$ cat config.mk
export PLATFORM = sky130hd
export DESIGN_NAME = twpm_ram_arbiter
export DESIGN_NICKNAME = d
export VERILOG_FILES = /design/src/rtl/twpm_ram_arbiter.sv
export SDC_FILE = /design/constraint.sdc
export NUM_CORES = 1
export LEC_CHECK = 0
export CAP_MARGIN = 20
export CELL_PAD_IN_SITES_DETAIL_PLACEMENT = 1
export CELL_PAD_IN_SITES_GLOBAL_PLACEMENT = 1
export CORE_UTILIZATION = 23
export DETAILED_ROUTE_END_ITERATION = 8
export HOLD_SLACK_MARGIN = 0.02
export PLACE_DENSITY = 0.82
export SYNTH_ARGS = -nofsm -noshare
export SYNTH_HDL_FRONTEND = slang
export SYNTH_SLANG_ARGS = --single-unit
$ cat constraint.sdc
create_clock -name WB_CLK -period 1.9 [get_ports WB_CLK]
set_input_delay 0.38 -clock WB_CLK [delete_from_list [all_inputs] [get_ports WB_CLK]]
set_output_delay 0.38 -clock WB_CLK [all_outputs]
set_load 0.03 [all_outputs]
$ cat src/rtl/twpm_ram_arbiter.sv
//------------------------------------------------------------------------------
// twpm_ram_arbiter
//
// Purpose:
//   Single-clock arbiter for the 512x32 TPM command/response buffer RAM.
//   The RAM is shared between the M4 Wishbone slave path and the LPC-side
//   TPM register file (data provider, DP). All RAM controls are registered
//   in the WB_CLK domain. DP byte accesses arrive from LCLK through a
//   toggle handshake: dp_req_tgl is synchronized here, and dp_ack_tgl is
//   flipped once the access is complete. Every granted access produces
//   exactly one RAM cycle.
//
// Ports:
//   WB_CLK, WB_RST     clock (also the RAM clock), async active-high reset
//   wb_req/wb_we/wb_addr/wb_wdat/wb_be
//                      Wishbone RAM-window request (word address)
//   wb_rdat/wb_ack     read data and one-cycle acknowledge
//   exec               M4 owns the buffer (command executing)
//   dp_req_tgl/dp_we/dp_addr/dp_wdat
//                      LCLK-domain byte request (byte address)
//   dp_rdat/dp_ack_tgl registered read byte and completion toggle
//   ram_a/ram_wd/ram_wen
//                      registered RAM address, write data, byte enables
//   ram_rd             RAM read data, valid the cycle after ram_a is sampled
//   dp_drop_cnt        saturating count of dropped DP accesses
//
// Configuration:
//   TWPM_RAM_ARB_OWNER_LOCK_EN  when defined, DP accesses pending while
//   exec=1 are dropped without touching the RAM (dp_rdat=8'hFF) and counted
//   in dp_drop_cnt. When undefined, exec is ignored and dp_drop_cnt is 0.
//------------------------------------------------------------------------------
module twpm_ram_arbiter #(
    parameter int ADDR_WIDTH     = 11,
    parameter int DP_SYNC_STAGES = 2
) (
    input  logic                  WB_CLK,
    input  logic                  WB_RST,
    input  logic                  wb_req,
    input  logic                  wb_we,
    input  logic [ADDR_WIDTH-3:0] wb_addr,
    input  logic [31:0]           wb_wdat,
    input  logic [3:0]            wb_be,
    output logic [31:0]           wb_rdat,
    output logic                  wb_ack,
    input  logic                  exec,
    input  logic                  dp_req_tgl,
    input  logic                  dp_we,
    input  logic [ADDR_WIDTH-1:0] dp_addr,
    input  logic [7:0]            dp_wdat,
    output logic [7:0]            dp_rdat,
    output logic                  dp_ack_tgl,
    output logic [ADDR_WIDTH-3:0] ram_a,
    output logic [31:0]           ram_wd,
    output logic [3:0]            ram_wen,
    input  logic [31:0]           ram_rd,
    output logic [7:0]            dp_drop_cnt
);

    typedef enum logic [2:0] {
        IDLE,
        WB_ACC,
        WB_DONE,
        DP_ACC,
        DP_DONE,
        DP_DROP
    } state_t;

    state_t                    state;
    state_t                    state_next;
    logic [DP_SYNC_STAGES-1:0] dp_sync;
    logic                      dp_pend;
    logic                      last_grant_dp;
    logic [1:0]                dp_lane;
    logic                      grant_wb;
    logic                      grant_dp;
    logic                      grant_drop;

    // A DP request is outstanding whenever the synchronized request toggle
    // disagrees with our own ack toggle; flipping the ack retires it.
    assign dp_pend = dp_sync[DP_SYNC_STAGES-1] != dp_ack_tgl;

    // State register for the access sequencer.
    always_ff @(posedge WB_CLK or posedge WB_RST) begin
        if (WB_RST) begin
            state <= IDLE;
        end else begin
            state <= state_next;
        end
    end

    // Bring the LCLK request toggle into WB_CLK through a plain flop chain.
    // Only the toggle crosses; dp_we/dp_addr/dp_wdat are held stable by the
    // LCLK side until the ack toggle comes back, so they are sampled directly.
    always_ff @(posedge WB_CLK or posedge WB_RST) begin
        if (WB_RST) begin
            dp_sync <= '0;
        end else begin
            dp_sync <= {dp_sync[DP_SYNC_STAGES-2:0], dp_req_tgl};
        end
    end

    // Arbitration and sequencing. In IDLE a lone requester is granted at
    // once; on a tie the side that was not granted last wins. With the
    // owner lock enabled, a DP request seen while the M4 owns the buffer is
    // diverted to the short drop path instead of the RAM. The Wishbone ack
    // and read data are decoded straight from the DONE state so the RAM
    // output is returned in the same cycle it becomes valid.
    always_comb begin
        state_next = state;
        grant_wb   = 1'b0;
        grant_dp   = 1'b0;
        grant_drop = 1'b0;
        wb_ack     = 1'b0;
        wb_rdat    = 32'h0000_0000;

        case (state)
            IDLE: begin
                if (wb_req && (!dp_pend || last_grant_dp)) begin
                    grant_wb   = 1'b1;
                    state_next = WB_ACC;
                end else if (dp_pend) begin
`ifdef TWPM_RAM_ARB_OWNER_LOCK_EN
                    if (exec) begin
                        grant_drop = 1'b1;
                        state_next = DP_DROP;
                    end else begin
                        grant_dp   = 1'b1;
                        state_next = DP_ACC;
                    end
`else
                    grant_dp   = 1'b1;
                    state_next = DP_ACC;
`endif
                end
            end
            WB_ACC:  state_next = WB_DONE;
            WB_DONE: begin
                wb_ack     = 1'b1;
                wb_rdat    = ram_rd;
                state_next = IDLE;
            end
            DP_ACC:  state_next = DP_DONE;
            DP_DONE: state_next = IDLE;
            DP_DROP: state_next = IDLE;
            default: state_next = IDLE;
        endcase
    end

    // RAM control registers. They are loaded on a grant and the write
    // enables are cleared on every other cycle, so a write strobes the RAM
    // for exactly one edge. Address and data simply hold afterwards. The DP
    // byte is replicated on all lanes and steered by its one-hot enable.
    always_ff @(posedge WB_CLK or posedge WB_RST) begin
        if (WB_RST) begin
            ram_a   <= '0;
            ram_wd  <= 32'h0000_0000;
            ram_wen <= 4'b0000;
        end else if (grant_wb) begin
            ram_a   <= wb_addr;
            ram_wd  <= wb_wdat;
            ram_wen <= wb_we ? wb_be : 4'b0000;
        end else if (grant_dp) begin
            ram_a   <= dp_addr[ADDR_WIDTH-1:2];
            ram_wd  <= {4{dp_wdat}};
            ram_wen <= dp_we ? (4'b0001 << dp_addr[1:0]) : 4'b0000;
        end else begin
            ram_wen <= 4'b0000;
        end
    end

    // Round-robin memory and the byte lane of the DP access in flight. The
    // lane is captured at grant so the read byte is selected from a value
    // owned by this clock domain. A dropped DP access still counts as a DP
    // grant for fairness.
    always_ff @(posedge WB_CLK or posedge WB_RST) begin
        if (WB_RST) begin
            last_grant_dp <= 1'b1;
            dp_lane       <= 2'b00;
        end else if (grant_wb) begin
            last_grant_dp <= 1'b0;
        end else if (grant_dp || grant_drop) begin
            last_grant_dp <= 1'b1;
            dp_lane       <= dp_addr[1:0];
        end
    end

    // DP completion: capture the addressed byte (or 8'hFF for a dropped
    // access) and flip the ack toggle in the same edge, so the LCLK side
    // sees valid data as soon as it sees the toggle.
    always_ff @(posedge WB_CLK or posedge WB_RST) begin
        if (WB_RST) begin
            dp_rdat    <= 8'h00;
            dp_ack_tgl <= 1'b0;
        end else if (state == DP_DONE) begin
            dp_rdat    <= ram_rd[{dp_lane, 3'b000} +: 8];
            dp_ack_tgl <= ~dp_ack_tgl;
        end
`ifdef TWPM_RAM_ARB_OWNER_LOCK_EN
        else if (state == DP_DROP) begin
            dp_rdat    <= 8'hFF;
            dp_ack_tgl <= ~dp_ack_tgl;
        end
`endif
    end

`ifdef TWPM_RAM_ARB_OWNER_LOCK_EN
    // Count dropped DP accesses, sticking at 255 rather than wrapping.
    always_ff @(posedge WB_CLK or posedge WB_RST) begin
        if (WB_RST) begin
            dp_drop_cnt <= 8'h00;
        end else if (state == DP_DROP && dp_drop_cnt != 8'hFF) begin
            dp_drop_cnt <= dp_drop_cnt + 8'h01;
        end
    end
`else
    logic unused_exec;

    assign unused_exec = exec;
    assign dp_drop_cnt = 8'h00;
`endif

endmodule
Word level (Yosys, flattened, before mapping)
Cells that the tools add are included.
{"block": "totals", "word_cells": 45, "ram_bits": 0, "reg_bits": 62, "n_memories": 0, "mem_bits_ro": 0, "latch_bits": 0}
{"block": "classes", "n_mul": 0, "n_reduce_logical": 6, "n_div": 0, "shift": 2, "muxes": 20, "n_bitwise": 2, "eq_ne": 6, "order_cmp": 0, "n_addsub": 0}
{"operator": "$mux W32", "n": 3}
{"operator": "$shiftx A32 B6 Y8", "n": 1}
{"operator": "$mux W9", "n": 2}
{"operator": "$mux W4", "n": 4}
{"operator": "$pmux W3 S3", "n": 1}
{"operator": "$mux W1", "n": 8}
{"operator": "$eq A3 B2 Y1 const B", "n": 2}
{"operator": "$mux W3", "n": 2}
{"operator": "$shl A1 B2 Y4 const A", "n": 1}
{"operator": "$eq A3 B1 Y1 const B", "n": 1}
{"operator": "$eq A3 B3 Y1 const B", "n": 1}
{"operator": "$logic_not A3 Y1", "n": 1}
{"operator": "$ne A3 B3 Y1 const B", "n": 1}
{"operator": "$not A1 Y1", "n": 2}
{"operator": "$reduce_and A2 Y1", "n": 1}
{"operator": "$reduce_bool A2 Y1", "n": 1}
{"operator": "$logic_and A1 B1 Y1", "n": 1}
{"operator": "$logic_not A1 Y1", "n": 1}
{"operator": "$logic_or A1 B1 Y1", "n": 1}
{"operator": "$ne A1 B1 Y1", "n": 1}

Logic depth before layout (Yosys ltp)
Gate-level depths: netlist of the first run.
{"block": "depth", "depth_word": 8, "depth_mapped": 6}

Worst setup path after synthesis of the first run
No wires, ideal clock.
{"block": "synth_timing", "path_kind": "register -> output", "from": "reg state[2]", "to": "out wb_rdat[21]", "n_path_buf": 1, "arrival_time_ns": 1.567, "path_stages_with_launch": 4, "path_slack_ns": -0.047, "cell_sequence": "dfrtp_1 -> nor3_1 -> clkbuf_1 -> and2_1"}
{"block": "synth_between", "elab_chain_cells": 2}
{"element": "start, declared", "line_no": "68", "source": "state_t state;"}
{"element": "start signal, assigned", "line_no": "87", "source": "state <= state_next;"}
{"element": "$eq A3 B2 Y1", "line_no": "116", "source": "case (state)"}
{"element": "$mux W32", "line_no": "116"}
{"element": "end, declared", "line_no": "43", "source": "output logic [31:0] wb_rdat,"}
No other way between the ends.

Worst setup path after layout of the first run
{"block": "layout_timing", "from": "reg state[0]", "to": "out wb_rdat[19]"}
Same word-level chain as after synthesis.

==> impl_metrics.ini, run 1 <==
[power]
p_leak_nw = 2.46
cellPowerDensity_mw_per_mm2 = 1820
peakVddDrop_mv = 0.649

[place]
placed_area_mm2 = 0.00511
dp_hpwl_um = 8720
io_buffer_count = 188
routabilityCongestion = 0.795

[outcome]
violations = negative setup slack
run_status = finished with violations

[cells_and_area]
nets = 622
fin_util_pct = 46.6
fillCellCount = 1418
layout-drive-gt1-share_pct = 26.5
multi_input_area_mm2 = 0.00143
num_antenna_cells = 0
final_area_mm2 = 0.00590
syn_to_final_growth_pct = 96.0
seq_area_mm2 = 0.00155

[synthesis]
ys_async_sr_fraction_pct = 100
avgSynthCellArea_um2 = 9.74
synth-edff-count = 0
synth_warnings = 0
syn-instance-count = 309
synth-seq-cells = 62
synth_commonest_cells = dfrtp_1, a21oi_1, nand2_1
ys_top_cells_by_area = dfrtp_1, a21oi_1, and2_1
yosysMostFrequentCell = dfrtp_1
synth.largest_area_cell = dfrtp_1
yosys.area.top_type_share_pct = 50.7
synth_ff_type = dfrtp_1
syn-cell-area_mm2 = 0.00301
ys_seq_area_share_pct = 51.6
synthDistinctLibCells = 29

[die]
rows = 41
die_h_um = 116
die_width_um = 116
pin_count = 198
initial_utilization_pct = 23.8
dieArea_mm2 = 0.0136
core_mm2 = 0.0127

[cts]
cts_buffer_depth = 2
cts-root-buf = clkbuf_16
clkLatencyLatePin_ns = 0.33
htreeDepth = 3
cts_tree = done
cts_hold_buf = 0
cts_num_sinks = 62
numCtsBuffers = 9
clkSlewWorstSetupHoldPaths_ns = 0.06

[global_route]
grt_max_degree = 63
antenna_found_initial = 0
track_usage_pct = 17.2
gr-total-overflow = 0
grt_pass1_vias = 3350
grt_pass1_wl_um = 17600

[run]
maxCapViolations = 0

[timing]
tns_ns = -2.17
setup_slack_ns = -0.0801
fin_skew_ns = 0.00919
finalMaxSlewViolations = 0
rsz0062_at_grt = true
period_needed_ns = 1.98
finalCritPeriodShare_pct = 104
finalSetupViolations = 32
fmax_mhz = 505
hold_viol = 0

[worst_setup_path]
cp.required_ns = 1.52
max_stage_delay_ns = 0.39
crit_path_end_kind = primary output
path_cells = buf_6 > nor3_4 > buf_6 > clkbuf_16 > and2_4 > buf_6
critPathLaunchType = register
crit_path_max_fanout = 8
slowest_stage = dfrtp_1
reg2reg_depth = 7
crit_top_cell = buf_6
cp.arrival_ns = 1.60
crit_type = reg2out

[routing]
routed-via-count = 3140
drc_errors = 0
ant_nets = 0
first_pass_iters = 3
wl_um = 12500
via_per_inst = 4.51
post_drt_wl_per_cell_um = 18.0
drt_iter0_drc = 96

[hold_path]
worstHoldPathType = reg2reg
hold_depth = 0
## worst paths after layout
kind,start,to,slack [ns]
hold reg to reg,dp_sync[0]$_DFF_PP0_,dp_sync[1]$_DFF_PP0_,0.37
setup reg to reg,state[2]$_DFFE_PP0P_,ram_wd[25]$_DFFE_PP0P_,0.07
hold / removal,dp_sync[0]$_DFF_PP0_,dp_sync[1]$_DFF_PP0_,0.37
min in group asynchronous,WB_RST,dp_sync[0]$_DFF_PP0_,0.50
setup / recovery,state[0]$_DFFE_PP0P_,wb_rdat[19],-0.08
max in group asynchronous,WB_RST,last_grant_dp$_DFFE_PP1P_,1.09
## placed cells by master (no fill, tap or decap), types with 2 or more instances in the layout
master / count
nor3b_1: 2
a21oi_4: 3
buf_6: 39
clkbuf_8: 3
buf_4: 11
mux4_2: 8
conb_1: 8
buf_12: 6
xor2_1: 2
bufinv_16: 2
mux2_2: 9
clkdlybuf4s50_1: 154
clkbuf_16: 15
a32o_1: 2
nand2_1: 46
and2_4: 26
a21oi_2: 8
dfrtp_1: 61
o31ai_1: 2
a21oi_1: 48
o21ai_0: 2
nand3_1: 3
nor2_1: 42
and2_1: 6
inv_1: 2
## area by class of cell
type	count	share of cell area (%)
repair buffers	217	39.8
flip-flops and latches	62	26.3
multi-input cells	224	24.2
clock buffers	13	4.58
well taps	172	3.65
clock inverters	3	1.10
inverters	5	0.382
## power breakdown
part / switching [W] / leakage, nW / internal (W)
logic: 0.00357 / 1.58 / 0.00297
clock network: 0.000593 / 0.166 / 0.00125
registers: 0.000412 / 0.715 / 0.00196
total: 0.00457 / 2.46 / 0.00619
## what timing repair did
item / 4_1_cts / 5_1_grt
cloned: 0 / 7
pin swaps: 0 / 18
setup buffers: 0 / 4
gates resized for setup: 41 / 38
setup endpoints to repair: 58 / 67
## logic make-up (layout without fill, tap and decap cells)
| group | after synthesis | count (layout) | share of synthesized area, % |
|---|---|---|---|
| other | 1 | 8 | 0.125 |
| buffers and inverters | 30 | 238 | 5.98 |
| AND/OR/NAND/NOR | 130 | 130 | 19.8 |
| XOR/XNOR | 2 | 2 | 0.582 |
| flip-flops | 62 | 62 | 51.6 |
| multiplexers | 17 | 17 | 9.35 |
| AO/OA/AOI/OAI | 67 | 67 | 12.6 |
## critical path: cells and delay by family, from the launching register on
kind,cells,cell delay (ns)
flops,1,0.39
buf+inv,4,0.56
simple gates,2,0.31
## metrics by stage
step	total power, W	hold slack (ns)	instances	worst slack, ns
floorplan	0.00563	0.331	316	0.119
global placement	0.00791	0.339	669	-0.349
detailed placement	0.00813	0.351	669	-0.455
CTS	0.0102	0.369	685	-0.0745
global route	0.0114	0.373	696	-0.130
finish	0.0108	0.368	696	-0.0801
## registers in the layout (all words and copies together), names as in the netlist
register       flops
dp_sync            2
dp_rdat            8
ram_a              9
last_grant_dp      1
ram_wd            32
state              3
dp_lane            2
ram_wen            4
dp_ack_tgl         1
## routing by layer
layer	GRT usage, %	routed length [um]	vias to the layer above	part of all wire [%]
li1	-	-	1444	-
met3	4.41	681	20	5.4
met1	18.4	4910	1577	39
met5	0	0	-	0
met2	32.5	6670	99	53
met4	6.15	262	0	2.1
No activity file was read; power rests on OpenSTA's default activity.
==> inputs of run 2 (changes only) <==
--- a/config.mk
+++ b/config.mk
@@ -9,6 +9,7 @@
 export CELL_PAD_IN_SITES_DETAIL_PLACEMENT = 1
 export CELL_PAD_IN_SITES_GLOBAL_PLACEMENT = 1
 export CORE_UTILIZATION = 23
+export CTS_CLUSTER_DIAMETER = 100
 export DETAILED_ROUTE_END_ITERATION = 8
 export HOLD_SLACK_MARGIN = 0.02
 export PLACE_DENSITY = 0.82
==> results of run 2 <==
Final layout, timing and power as in run 1 (identical DEF).
